[config.mk]
export PLATFORM = sky130hd
export DESIGN_NAME = adc_spi_ctrl_flat
export DESIGN_NICKNAME = d
export VERILOG_FILES = /design/src/rtl/adc_spi_ctrl_if.sv /design/src/rtl/adc_spi_ctrl.sv /design/src/flat_wrapper.sv
export SDC_FILE = /design/constraint.sdc
export NUM_CORES = 1
export LEC_CHECK = 0
export ABC_AREA = 1
export CORE_ASPECT_RATIO = 1.2
export CORE_MARGIN = 5
export CORE_UTILIZATION = 50
export DETAILED_ROUTE_END_ITERATION = 10
export GPL_ROUTABILITY_DRIVEN = 0
export GPL_TIMING_DRIVEN = 0
export HOLD_SLACK_MARGIN = 0.15
export PLACE_DENSITY = 0.72
export SLEW_MARGIN = 25
export SYNTH_ARGS = -nofsm -noshare
export SYNTH_HDL_FRONTEND = slang
export SYNTH_SLANG_ARGS = --single-unit
[constraint.sdc]
create_clock -name clk -period 2.9 [get_ports clk]
set_input_delay 0.58 -clock clk [delete_from_list [all_inputs] [get_ports clk]]
set_output_delay 0.58 -clock clk [all_outputs]
set_load 0.01 [all_outputs]
[src/rtl/adc_spi_ctrl_if.sv]
// Scanner-side handshake bundle for the slider ADC SPI engine.
// The scanner (master) offers a channel and a start request; the engine
// (slave) returns the conversion, the channel it belongs to and a level
// completion flag.
interface adc_spi_ctrl_if;
    logic [2:0]  channel;
    logic        strt_cnv;
    logic [11:0] result;
    logic [2:0]  last_chnl;
    logic        cnv_complete;

    modport master (
        output channel,
        output strt_cnv,
        input  result,
        input  last_chnl,
        input  cnv_complete
    );

    modport slave (
        input  channel,
        input  strt_cnv,
        output result,
        output last_chnl,
        output cnv_complete
    );
endinterface

[src/rtl/adc_spi_ctrl.sv]
// SPI transaction engine for the 8-channel 12-bit slider ADC (SPI mode 3).
// One accepted start runs one 16-bit frame: FRONT porch, 16 SCLK periods,
// BACK porch. The ADC pipelines its data, so the word shifted in during a
// frame is the conversion for the address sent in the previous frame.
// Every output comes straight from a flop.
module adc_spi_ctrl #(
    parameter int SCLK_DIV = 32
) (
    input  logic          clk,
    input  logic          rst_n,
    adc_spi_ctrl_if.slave scan,
    input  logic          MISO,
    output logic          MOSI,
    output logic          SCLK,
    output logic          SS_n
);

    localparam int DIV_W = $clog2(SCLK_DIV);
    localparam logic [DIV_W-1:0] HALF_M1 = DIV_W'(SCLK_DIV / 2 - 1);
    localparam logic [DIV_W-1:0] DIV_M1  = DIV_W'(SCLK_DIV - 1);
    localparam logic [DIV_W-1:0] CNT_ONE = DIV_W'(1);
    localparam logic [DIV_W-1:0] CNT_ZERO = DIV_W'(0);

    typedef enum logic [1:0] {
        ST_IDLE  = 2'd0,
        ST_FRONT = 2'd1,
        ST_SHIFT = 2'd2,
        ST_BACK  = 2'd3
    } state_t;

    state_t           state_r;
    logic [DIV_W-1:0] div_cnt_r;
    logic [3:0]       bit_cnt_r;
    logic [15:0]      tx_shift_r;
    // Only the low 12 received bits matter; the ADC's four leading zeros
    // simply fall off the top of this register.
    logic [11:0]      rx_shift_r;
    logic [2:0]       addr_r;
    logic [11:0]      result_r;
    logic [2:0]       last_chnl_r;
    logic             cnv_complete_r;
    logic             mosi_r;
    logic             sclk_r;
    logic             ss_n_r;
    logic [15:0]      tx_load_s;

    // Command word: two zero bits, 3-bit address, eleven don't-care zeros.
    assign tx_load_s = {2'b00, scan.channel, 11'b000_0000_0000};

    // Frame sequencer: state, counters, shift registers and all pin/flag registers.
    always_ff @(posedge clk or negedge rst_n) begin
        if (!rst_n) begin
            state_r        <= ST_IDLE;
            div_cnt_r      <= CNT_ZERO;
            bit_cnt_r      <= 4'd0;
            tx_shift_r     <= 16'h0000;
            rx_shift_r     <= 12'h000;
            addr_r         <= 3'b000;
            result_r       <= 12'h000;
            last_chnl_r    <= 3'b000;
            cnv_complete_r <= 1'b1;
            mosi_r         <= 1'b0;
            sclk_r         <= 1'b1;
            ss_n_r         <= 1'b1;
        end else begin
            case (state_r)
                ST_IDLE: begin
                    if (scan.strt_cnv) begin
                        addr_r         <= scan.channel;
                        tx_shift_r     <= tx_load_s;
                        rx_shift_r     <= 12'h000;
                        mosi_r         <= tx_load_s[15];
                        ss_n_r         <= 1'b0;
                        cnv_complete_r <= 1'b0;
                        div_cnt_r      <= CNT_ZERO;
                        bit_cnt_r      <= 4'd0;
                        state_r        <= ST_FRONT;
                    end else begin
                        state_r <= ST_IDLE;
                    end
                end
                ST_FRONT: begin
                    // MSB is already on MOSI; hold it through the porch.
                    mosi_r <= tx_shift_r[15];
                    if (div_cnt_r == HALF_M1) begin
                        div_cnt_r <= CNT_ZERO;
                        sclk_r    <= 1'b0;
                        state_r   <= ST_SHIFT;
                    end else begin
                        div_cnt_r <= div_cnt_r + CNT_ONE;
                    end
                end
                ST_SHIFT: begin
                    if (div_cnt_r == DIV_M1) begin
                        div_cnt_r <= CNT_ZERO;
                        if (bit_cnt_r == 4'd15) begin
                            // Leave SCLK high and close with the back porch.
                            bit_cnt_r <= 4'd0;
                            state_r   <= ST_BACK;
                        end else begin
                            // Falling edge of periods 2..16: present next bit.
                            bit_cnt_r  <= bit_cnt_r + 4'd1;
                            sclk_r     <= 1'b0;
                            tx_shift_r <= {tx_shift_r[14:0], 1'b0};
                            mosi_r     <= tx_shift_r[14];
                        end
                    end else if (div_cnt_r == HALF_M1) begin
                        // Rising edge: MISO has had half a period to settle.
                        div_cnt_r  <= div_cnt_r + CNT_ONE;
                        sclk_r     <= 1'b1;
                        rx_shift_r <= {rx_shift_r[10:0], MISO};
                    end else begin
                        div_cnt_r <= div_cnt_r + CNT_ONE;
                    end
                end
                ST_BACK: begin
                    if (div_cnt_r == HALF_M1) begin
                        div_cnt_r      <= CNT_ZERO;
                        ss_n_r         <= 1'b1;
                        mosi_r         <= 1'b0;
                        result_r       <= rx_shift_r;
                        last_chnl_r    <= addr_r;
                        cnv_complete_r <= 1'b1;
                        state_r        <= ST_IDLE;
                    end else begin
                        div_cnt_r <= div_cnt_r + CNT_ONE;
                    end
                end
                default: begin
                    state_r        <= ST_IDLE;
                    div_cnt_r      <= CNT_ZERO;
                    bit_cnt_r      <= 4'd0;
                    mosi_r         <= 1'b0;
                    sclk_r         <= 1'b1;
                    ss_n_r         <= 1'b1;
                    cnv_complete_r <= 1'b1;
                end
            endcase
        end
    end

    assign scan.result       = result_r;
    assign scan.last_chnl    = last_chnl_r;
    assign scan.cnv_complete = cnv_complete_r;
    assign MOSI              = mosi_r;
    assign SCLK              = sclk_r;
    assign SS_n              = ss_n_r;

endmodule

[src/flat_wrapper.sv]
// flat-port wrapper written by rule: the top's interface ports become plain ports
module adc_spi_ctrl_flat 
#(
    parameter int SCLK_DIV = 32
)
  (clk, rst_n, MISO, MOSI, SCLK, SS_n, scan_channel, scan_strt_cnv, scan_result, scan_last_chnl, scan_cnv_complete);
  adc_spi_ctrl_if scan_i ();
  input  logic clk;
  input  logic rst_n;
  input  logic MISO;
  output logic MOSI;
  output logic SCLK;
  output logic SS_n;
  input wire logic [$bits(scan_i.channel)-1:0] scan_channel;
  input wire logic [$bits(scan_i.strt_cnv)-1:0] scan_strt_cnv;
  output wire logic [$bits(scan_i.result)-1:0] scan_result;
  output wire logic [$bits(scan_i.last_chnl)-1:0] scan_last_chnl;
  output wire logic [$bits(scan_i.cnv_complete)-1:0] scan_cnv_complete;
  assign scan_i.channel = scan_channel;
  assign scan_i.strt_cnv = scan_strt_cnv;
  assign scan_result = scan_i.result;
  assign scan_last_chnl = scan_i.last_chnl;
  assign scan_cnv_complete = scan_i.cnv_complete;
  adc_spi_ctrl #(.SCLK_DIV(SCLK_DIV)) u_core (.clk(clk), .rst_n(rst_n), .scan(scan_i), .MISO(MISO), .MOSI(MOSI), .SCLK(SCLK), .SS_n(SS_n));
endmodule
==> metrics.csv <==
metric,value,unit
DRC Markers,0,
reg2reg setup slack,0.86,ns
Slew @ Worst Pin,0.593,ns
vias in the first global route,1737,
RSZ-0062 raised after global routing,false,
Clock Skew,0.00571,ns
Post-Syn Instances,260,
gr ovfl total,0,
Final Max Tran Viols,0,
element type at the critical path start,flop,
clk slew on worst S/H paths,0.09,ns
simple-gate share of the synthesized area,22.1,%
synthesis warning total,0,
Worst-Skew Late Latency,0.30,ns
Syn Area/Cell,9.26,um^2
CTS buffer count,5,
fin crit share,70.6,%
CTS tree,yes,
Pwr Density,426,mW/mm^2
post-route setup TNS,0,ns
FMAX,0.488,GHz
area grow syn2layout,18.3,%
Hold Path Class,input pin to asynchronous set/reset pin,
relative max-transition margin,60.4,%
First-pass DRT Iterations,4,
multiplexer share of the synthesized area,7.01,%
Die H,86.0,um
"Primary FF master, synth",dfrtp_1,
routed wire length,4.33,mm
status,"complete, no violations",
row cnt,27,
Vias/cell,4.99,
Worst Path Required,2.32,ns
initial antenna violation count,0,
Async SR Flop Fraction,100,%
Post-Syn Nets,279,
largest vdd supply drop,0.000213,V
post-synthesis sequential area ratio,51.0,%
Layout Cells excl Fill,351,
Total Power,0.00121,W
pin count of the biggest net entering global routing,50,
post-cts sizing count,0,
Antenna Cells,0,
Clock Tree Buf Depth,2,
Iter 0 DRT Violations,111,
Cells after DPL,343,
max_cap viols,0,
Die Span X,73.4,um
first-pass GRT wire length,7.66,mm
clock sink count,49,
Seq cells post-synth,49,
layout cells sized above 1,16.7,%
worst-path fanout max,3,
Core Area,0.00463,mm^2
"EDFF count, synth",0,
I/O pin cnt,26,
routed len/inst,12.3,um
Antenna Nets Post-Route,0,
CTS root buffer,clkbuf_8,
leak pwr,1.45,nW
# hold bufs at CTS,0,
crit end category,output port,
r2r endpoint,u_core.scan.result[10],
initial core utilization,52.0,%
arrival time worst endpoint,1.47,ns
worst reg2reg path startpoint,u_core.div_cnt_r[0],
Post-Synth XOR/XNOR Area,1.09,%
port bufs,25,
Unique masters post-synth,25,
via count,1752,
largest family of logic cells by synthesized area,simple AND/OR/NAND/NOR gates,
r2r worst-path depth,7,
H-Tree Depth,2,
final hold vios,0,
Die Footprint,0.00631,mm^2
post-synthesis compound-gate area fraction,6.81,%
Post-Syn Area,0.00241,mm^2
WS Path Type,flop to output port,
dpl hpwl,3.16,mm
nets,311,
Final setup viols,0,
adder-cell area share of the yosys netlist,6.23,%
fin crit period,2.05,ns
Post-CTS Setup Bufs,0,
total track usage,15.4,%
## critical path, cell delays in order, from the launching register on
cell and delay (ns):
dfstp_2 0.55, buf_4 0.10, clkdlybuf4s50_1 0.52
## cells by family (layout without fill, tap and decap cells)
kind of cell | after synthesis | count (layout)
AND/OR/NAND/NOR | 127 | 127
flip-flops | 49 | 49
buffers and inverters | 30 | 63
AO/OA/AOI/OAI | 24 | 24
multiplexers | 15 | 15
adder cells (fa/ha/maj) | 12 | 12
XOR/XNOR | 3 | 3
## cells in the final DEF, fill, tap and decap left out, types with 4 or more instances in the layout
master / instances
dfrtp_1: 47
clkbuf_8: 6
nand2_2: 4
o21ai_0: 8
o21ai_2: 10
nand2_1: 91
nand3_1: 13
nor2_1: 10
mux2_2: 15
inv_1: 22
clkdlybuf4s50_1: 24
ha_1: 12
nand4_1: 6
## flip-flops by register name, indices dropped and copies added (netlist names)
signal                 cells
u_core.scan.result        12
u_core.addr_r              3
u_core.bit_cnt_r           4
u_core.div_cnt_r           5
u_core.SS_n                1
u_core.scan.last_chnl      3
u_core.tx_shift_r          5
u_core.rx_shift_r         12
u_core.MOSI                1
u_core.SCLK                1
u_core.state_r             2
## cell usage after synthesis (all sizes together) (2+ instances only)
| library cell | n | share of area [%] |
|---|---|---|
| nand2 | 96 | 16 |
| mux2 | 15 | 7.0 |
| o21ai | 20 | 5.7 |
| xor2 | 2 | 0.73 |
| dfstp | 2 | 2.2 |
| buf | 7 | 2.2 |
| inv | 22 | 3.4 |
| nand3 | 13 | 2.7 |
| a21oi | 2 | 0.42 |
| ha | 12 | 6.2 |
| dfrtp | 47 | 49 |
| nor2 | 10 | 1.6 |
| nand4 | 6 | 1.6 |
## area by class of cell
class / count / area (um^2)
repair buffers: 25 / 248
clock inverters: 2 / 37.5
plain buffers: 8 / 56.3
multi-input cells: 181 / 1040
flip-flops and latches: 49 / 1230
well taps: 58 / 72.6
fillers: 411 / 1780
clock buffers: 6 / 82.6
inverters: 22 / 82.6
## report_power, final
| part | internal [W] | leakage (nW) | switching (W) |
|---|---|---|---|
| Sequential | 0.000683 | 0.660 | 0.000000653 |
| Combinational | 0.00000769 | 0.734 | 0.0000162 |
| Clock | 0.000280 | 0.0574 | 0.000224 |
## through the flow
stage | util, % | worst slack, ns | hold WS, ns | instance area (um^2)
final | 61.6 | 0.852 | 0.278 | 2850
after global routing | 61.6 | 0.726 | 0.330 | 2850
after CTS | 61.6 | 0.832 | 0.302 | 2850
after detailed placement | 59.0 | 0.845 | 0.454 | 2730
after global placement | 59.0 | -0.177 | 0.455 | 2730
after floorplan | - | 1.08 | 0.284 | 2410
## worst max-delay path by stage
stage	start	slack (ns)	depth (start not counted)	end
after floorplan	u_core.div_cnt_r[0]	1.08	7	u_core.scan.last_chnl[0]
after global routing	u_core.div_cnt_r[0]	0.73	7	u_core.scan.result[8]
final	u_core.SS_n	0.85	2	scan_cnv_complete
after detailed placement	u_core.div_cnt_r[0]	0.85	7	u_core.scan.result[8]
after CTS	u_core.SS_n	0.83	2	scan_cnv_complete
after global placement	rst_n	-0.18	1	u_core.div_cnt_r[1]
## metal layers
metal  track usage (%)  vias up  wire (um)
li1                  -      893          -
met1              19.9      821       1970
met2              25.1       31       2100
met3              3.28        7        189
met4              5.77        0         69
met5                 0        -          0
(Power assumes the default switching activity.)
